$ cat src/rtl/pc_fetch_pkg.sv
// Shared types and default parameters for the PC / fetch-sequencing stage.
// The widths here match the branch-target LUT that feeds the Target input.
package pc_fetch_pkg;

  localparam int DEF_PC_W = 10;
  localparam int DEF_CNT_W = 16;
  localparam int LUT_AW = 5;
  localparam logic [DEF_PC_W-1:0] DEF_START_PC = '0;

  typedef logic [LUT_AW-1:0] lut_addr_t;

  typedef enum logic [1:0] {
    IDLE   = 2'd0,
    RUN    = 2'd1,
    HALTED = 2'd2
  } state_e;

  // A jump is always taken; a branch is taken only on a true condition.
  function automatic logic branch_taken(input logic jump_en,
                                        input logic branch_en,
                                        input logic cond_flag);
    return jump_en | (branch_en & cond_flag);
  endfunction

endpackage

$ cat src/rtl/sat_counter.sv
// Saturating up-counter with a synchronous clear; holds at all-ones.
// clear has priority over enable.
module sat_counter #(
  parameter int CNT_W = 16
) (
  input  logic             clk,
  input  logic             rst,
  input  logic             clear,
  input  logic             enable,
  output logic [CNT_W-1:0] count
);

  logic [CNT_W-1:0] count_q;
  logic [CNT_W-1:0] count_d;
  logic             at_max;

  assign at_max = &count_q;

  always_comb begin
    count_d = count_q;
    if (clear) begin
      count_d = '0;
    end else if (enable && !at_max) begin
      count_d = count_q + 1'b1;
    end
  end

  // NOTE: state registers use non-blocking assignments so every flop samples
  // pre-edge values regardless of process evaluation order.
  always_ff @(posedge clk or posedge rst) begin
    if (rst) begin
      count_q <= '0;
    end else begin
      count_q <= count_d;
    end
  end

  assign count = count_q;

endmodule

$ cat src/rtl/pc_fetch_ctrl.sv
// Program counter and fetch sequencer: start/halt FSM, next-PC selection
// (hold / load target / increment), taken-branch pulse, wrap flag, cycle count.
module pc_fetch_ctrl
  import pc_fetch_pkg::*;
#(
  parameter int              PC_W     = DEF_PC_W,
  parameter int              CNT_W    = DEF_CNT_W,
  parameter logic [PC_W-1:0] START_PC = DEF_START_PC
) (
  input  logic             Clk,
  input  logic             Reset,
  input  logic             Start,
  input  logic             Halt,
  input  logic             Stall,
  input  logic             JumpEn,
  input  logic             BranchEn,
  input  logic             CondFlag,
  input  logic [PC_W-1:0]  Target,
  output logic [PC_W-1:0]  PC,
  output logic             Running,
  output logic             Done,
  output logic             BranchTaken,
  output logic             PcWrap,
  output logic [CNT_W-1:0] CycleCnt
);

  state_e          state_q;
  state_e          state_d;
  logic [PC_W-1:0] pc_q;
  logic [PC_W-1:0] pc_d;
  logic            taken_q;
  logic            taken_d;
  logic            wrap_q;
  logic            wrap_d;

  logic            start_acc;
  logic            cnt_en;
  logic            advance;
  logic            take;

  // ---------------------------------------------------------------- FSM
  always_ff @(posedge Clk or posedge Reset) begin
    if (Reset) begin
      state_q <= IDLE;
    end else begin
      state_q <= state_d;
    end
  end

  always_comb begin
    state_d = state_q;
    unique case (state_q)
      IDLE:    if (Start) state_d = RUN;
      RUN:     if (Halt)  state_d = HALTED;
      HALTED:  if (Start) state_d = RUN;
      default: state_d = IDLE;
    endcase
  end

  always_comb begin
    Running   = (state_q == RUN);
    Done      = (state_q == HALTED);
    cnt_en    = (state_q == RUN);
    start_acc = Start && ((state_q == IDLE) || (state_q == HALTED));
    // The PC moves only in RUN when neither Halt nor Stall holds it.
    advance   = (state_q == RUN) && !Halt && !Stall;
  end

  // ------------------------------------------------------------ datapath
  assign take = branch_taken(JumpEn, BranchEn, CondFlag);

  always_comb begin
    // NOTE: every signal gets a default before any branch, so no path
    // through this block leaves a value unassigned and no latch is inferred.
    pc_d    = pc_q;
    taken_d = 1'b0;
    wrap_d  = wrap_q;
    if (start_acc) begin
      pc_d   = START_PC;
      wrap_d = 1'b0;
    end else if (advance) begin
      if (take) begin
        pc_d    = Target;
        taken_d = 1'b1;
      end else begin
        pc_d = pc_q + 1'b1;
        if (&pc_q) begin
          wrap_d = 1'b1;
        end
      end
    end
  end

  always_ff @(posedge Clk or posedge Reset) begin
    if (Reset) begin
      pc_q    <= START_PC;
      taken_q <= 1'b0;
      wrap_q  <= 1'b0;
    end else begin
      pc_q    <= pc_d;
      taken_q <= taken_d;
      wrap_q  <= wrap_d;
    end
  end

  assign PC          = pc_q;
  assign BranchTaken = taken_q;
  assign PcWrap      = wrap_q;

  // Cycles in RUN, including stall and halt cycles; saturates at all-ones.
  sat_counter #(
    .CNT_W (CNT_W)
  ) u_cycle_cnt (
    .clk    (Clk),
    .rst    (Reset),
    .clear  (start_acc),
    .enable (cnt_en),
    .count  (CycleCnt)
  );

endmodule

$ cat config.mk
export PLATFORM = sky130hd
export DESIGN_NAME = pc_fetch_ctrl
export DESIGN_NICKNAME = d
export VERILOG_FILES = /design/src/rtl/pc_fetch_pkg.sv /design/src/rtl/sat_counter.sv /design/src/rtl/pc_fetch_ctrl.sv
export SDC_FILE = /design/constraint.sdc
export NUM_CORES = 1
export LEC_CHECK = 0
export BUFFER_PORTS_ARGS = -buffer_cell sky130_fd_sc_hd__buf_2
export CAP_MARGIN = 20
export CORE_MARGIN = 2
export CORE_UTILIZATION = 48
export CTS_BUF_LIST = sky130_fd_sc_hd__clkbuf_2 sky130_fd_sc_hd__clkbuf_4 sky130_fd_sc_hd__clkbuf_8
export CTS_CLUSTER_SIZE = 20
export DETAILED_ROUTE_END_ITERATION = 10
export GPL_ROUTABILITY_DRIVEN = 0
export HOLD_SLACK_MARGIN = 0.05
export PLACE_DENSITY = 0.77
export SLEW_MARGIN = 20
export SYNTH_ARGS = -nofsm -noshare
export SYNTH_HDL_FRONTEND = slang
export SYNTH_HIERARCHICAL = 1
export SYNTH_SLANG_ARGS = --single-unit
$ cat constraint.sdc
create_clock -name Clk -period 1.9 [get_ports Clk]
set_input_delay 0.285 -clock Clk [delete_from_list [all_inputs] [get_ports Clk]]
set_output_delay 0.285 -clock Clk [all_outputs]
set_load 0.02 [all_outputs]
==> impl_metrics.py <==
metrics = {
    "worst_setup_path": {
        "crit_slowest_cell": "or4_1",
        "crit_fanout": 6,
        "worst_setup_path_end_kind": "flop",
        "crit_arrival_ps": 2050,
        "path_class": "flop to flop",
        "worstPathRequired_ps": 2160,
        "path_cells": "ha_2 -> nand2_1 -> or3_4 -> or4_1 -> a21oi_1",
        "cpLargestDelayFamily": "simple AND/OR/NAND/NOR gates",
        "start_kind": "flop",
        "critPathBufInv": 0,
        "cp_slowest_stage_delay_ps": 470,
    },
    "timing": {
        "max_slew_margin_pct": 57.1,
        "final_max_slew_viol_count": 0,
        "min_period_over_period_pct": 94.3,
        "finalHoldViolations": 0,
        "worst_slack_ps": 108,
        "clock.fmax_ghz": 0.558,
        "setup_violations": 0,
        "period_needed_ps": 1790,
        "worst_pin_slew_ps": 644,
        "finalClockSkew_ps": 4.57,
        "hold_slack_ps": 208,
    },
    "synth": {
        "netlist_top_cells_count": "30 x dfrtp_1, 17 x a21oi_1, 15 x nor2_1",
        "yosys_most_used_dff": "dfrtp_1",
        "synth_top_family_by_area": "simple AND/OR/NAND/NOR gates",
        "synth_edf_count": 0,
        "synth_cells": 194,
        "async_flop_share_pct": 100,
        "synthAdderAreaFrac_pct": 1.47,
        "ys_types": 41,
        "syn_area_per_cell_sq_um": 8.80,
        "netlist.area_leader.share_pct": 44.0,
        "post-synth-top-count-cell": "dfrtp_1",
        "muxShareOfSynthArea_pct": 3.15,
        "synth_area_sq_um": 1710,
        "synth_xor_xnor_area_share_pct": 0,
        "synth-seq-cells": 30,
        "syn_nets": 214,
        "ys_seq_area_share_pct": 44.0,
        "yosysWarnings": 6,
        "synth_largest_area_cell": "dfrtp_1",
        "synth_compound_area_share_pct": 21.6,
        "netlist_top_cells_area": "dfrtp_1 44%, a21oi_1 5.0%, o2bb2ai_1 4.1%",
        "synth_simple_gate_area_share_pct": 25.4,
    },
    "layout": {
        "antenna_cells": 0,
        "final_cell_area_sq_um": 2160,
        "finalNonFillerCells": 299,
        "drive_gt1_share_pct": 33.2,
        "nets": 272,
        "final_util_pct": 63.6,
        "synthToLayoutAreaGrowth_pct": 26.3,
    },
    "floorplanning": {
        "dieHeight_um": 63.7,
        "core_area_sq_um": 3390,
        "die_area_sq_um": 4050,
        "die_w_um": 63.7,
        "io_pins": 48,
        "rows": 21,
        "start_util_pct": 50.4,
    },
    "placement": {
        "io_buffers": 47,
        "hpwl_um": 2850,
        "dpl_worst_slack_ps": 28.0,
        "dpl_cell_area_sq_um": 2040,
        "dp_cells": 289,
    },
    "clock_tree": {
        "cts_sinks": 30,
        "clk_pin_slew_ps": 90,
        "cts_max_level": 2,
        "insertion_delay_ps": 340,
        "cts.path.max_buffers": 2,
        "root_buffer": "clkbuf_4",
        "cts_made_buffers": 5,
        "cts_tree": "built",
    },
    "pwr": {
        "cellLeakagePower_nw": 0.997,
        "vdd_drop_max_v": 0.000463,
        "p_per_area_nw_per_um2": 749,
    },
    "global_route": {
        "antenna_found_initial": 0,
        "grt_pass1_wl_um": 6770,
        "grt_pass1_vias": 1556,
        "grtUsageTotal_pct": 21.4,
        "grt_max_degree": 23,
        "gr-total-overflow": 0,
    },
    "route": {
        "drt_wl_total_um": 4080,
        "route.detailed.drc": 0,
        "dr.first_iter.drc_count": 87,
        "ant_nets": 0,
        "firstDrtPassIters": 4,
        "vias": 1708,
        "vias_per_cell": 5.71,
        "detail_route.wl_per_cell_um": 13.7,
    },
    "hold_path": {
        "hold_class": "primary input to flop",
    },
    "flow_run": {
        "drv_cap": 0,
    },
    "status": {
        "run_status": "complete, no violations",
    },
}
## worst reg2reg max path, delay by kind of cell (launching register included)
| kind | cells | cell delay [ps] |
|---|---|---|
| compound gates | 1 | 150 |
| flops | 1 | 420 |
| simple gates | 3 | 920 |
| fa+ha+maj | 1 | 230 |
## power breakdown
group          switching [W]  leakage, nW  internal [W]
clock               0.000226       0.0387      0.000193
combinational       0.000250        0.550      0.000175
sequential         0.0000726        0.408      0.000698
## registers in the layout, summed over array words and instances, names as in the netlist
signal and cells:
PC 10, PcWrap 1, u_cycle_cnt/count 16, state_q 2, BranchTaken 1
## through the flow
stage	setup TNS [ps]	power, W
2_1_floorplan	-6.92	0.00104
3_3_place_gp	0	0.00118
3_5_place_dp	0	0.00120
4_1_cts	0	0.00162
5_1_grt	-1.87	0.00173
6_report	0	0.00162
## cells in the final DEF, fill, tap and decap left out, drive strengths merged, types with 3 or more instances in the layout
cell type	n
or3	8
and3	3
nor4	5
mux2	3
or4	3
nand2b	7
o31ai	5
o2bb2ai	8
nand2	11
nor2b	3
nor2	15
buf	58
o21ai	17
dfrtp	30
nor3	6
a21oi	17
nand3	12
clkbuf	7
inv	11
## area by class of cell
class	count	area, sq um
inverters	11	41.3
fillers	299	1230
multi-input cells	145	913
clock inverters	1	5.00
repair buffers	59	328
clock buffers	7	58.8
flip-flops and latches	30	753
well taps	46	57.6
## timing repair
action / 4_1_cts / 5_1_grt
hold buffers: 1 / 0
gates resized for setup: 0 / 8
setup buffers: 0 / 1
setup endpoints to repair: 0 / 7
hold endpoints to repair: 30 / 0
## kinds of logic after synthesis
group                      count (synthesis)
and+or+nand+nor                           79
DFF                                       30
adders and majority gates                  2
buffers and inverters                     19
AOI/OAI and AO/OA                         59
muxes                                      5
## per-layer routing
metal  share of wire [%]  wire length, um  track usage (%)
met4                 1.7               70             10.1
met2                  46             1880             32.8
met3                 5.8              236             5.71
met1                  46             1890             28.2
met5                   0                0                0
## worst paths after layout
check                                                       from                                 to  slack (ps)  cells past startpoint
worst max-delay path            u_cycle_cnt/count[0]$_DFFE_PP0P_  u_cycle_cnt/count[12]$_DFFE_PP0P_         110                      5
worst min-delay path                                        Halt             state_q[1]$_DFFE_PP0P_         210                      2
worst max register to register  u_cycle_cnt/count[0]$_DFFE_PP0P_  u_cycle_cnt/count[12]$_DFFE_PP0P_         110                      5
worst min register to register                PcWrap$_DFFE_PP0P_                 PcWrap$_DFFE_PP0P_         510                      2
max in group asynchronous                                  Reset   u_cycle_cnt/count[1]$_DFFE_PP0P_         890                      3
min in group asynchronous                                  Reset              BranchTaken$_DFF_PP0_         530                      3
Power figures use the tool's default switching activity.
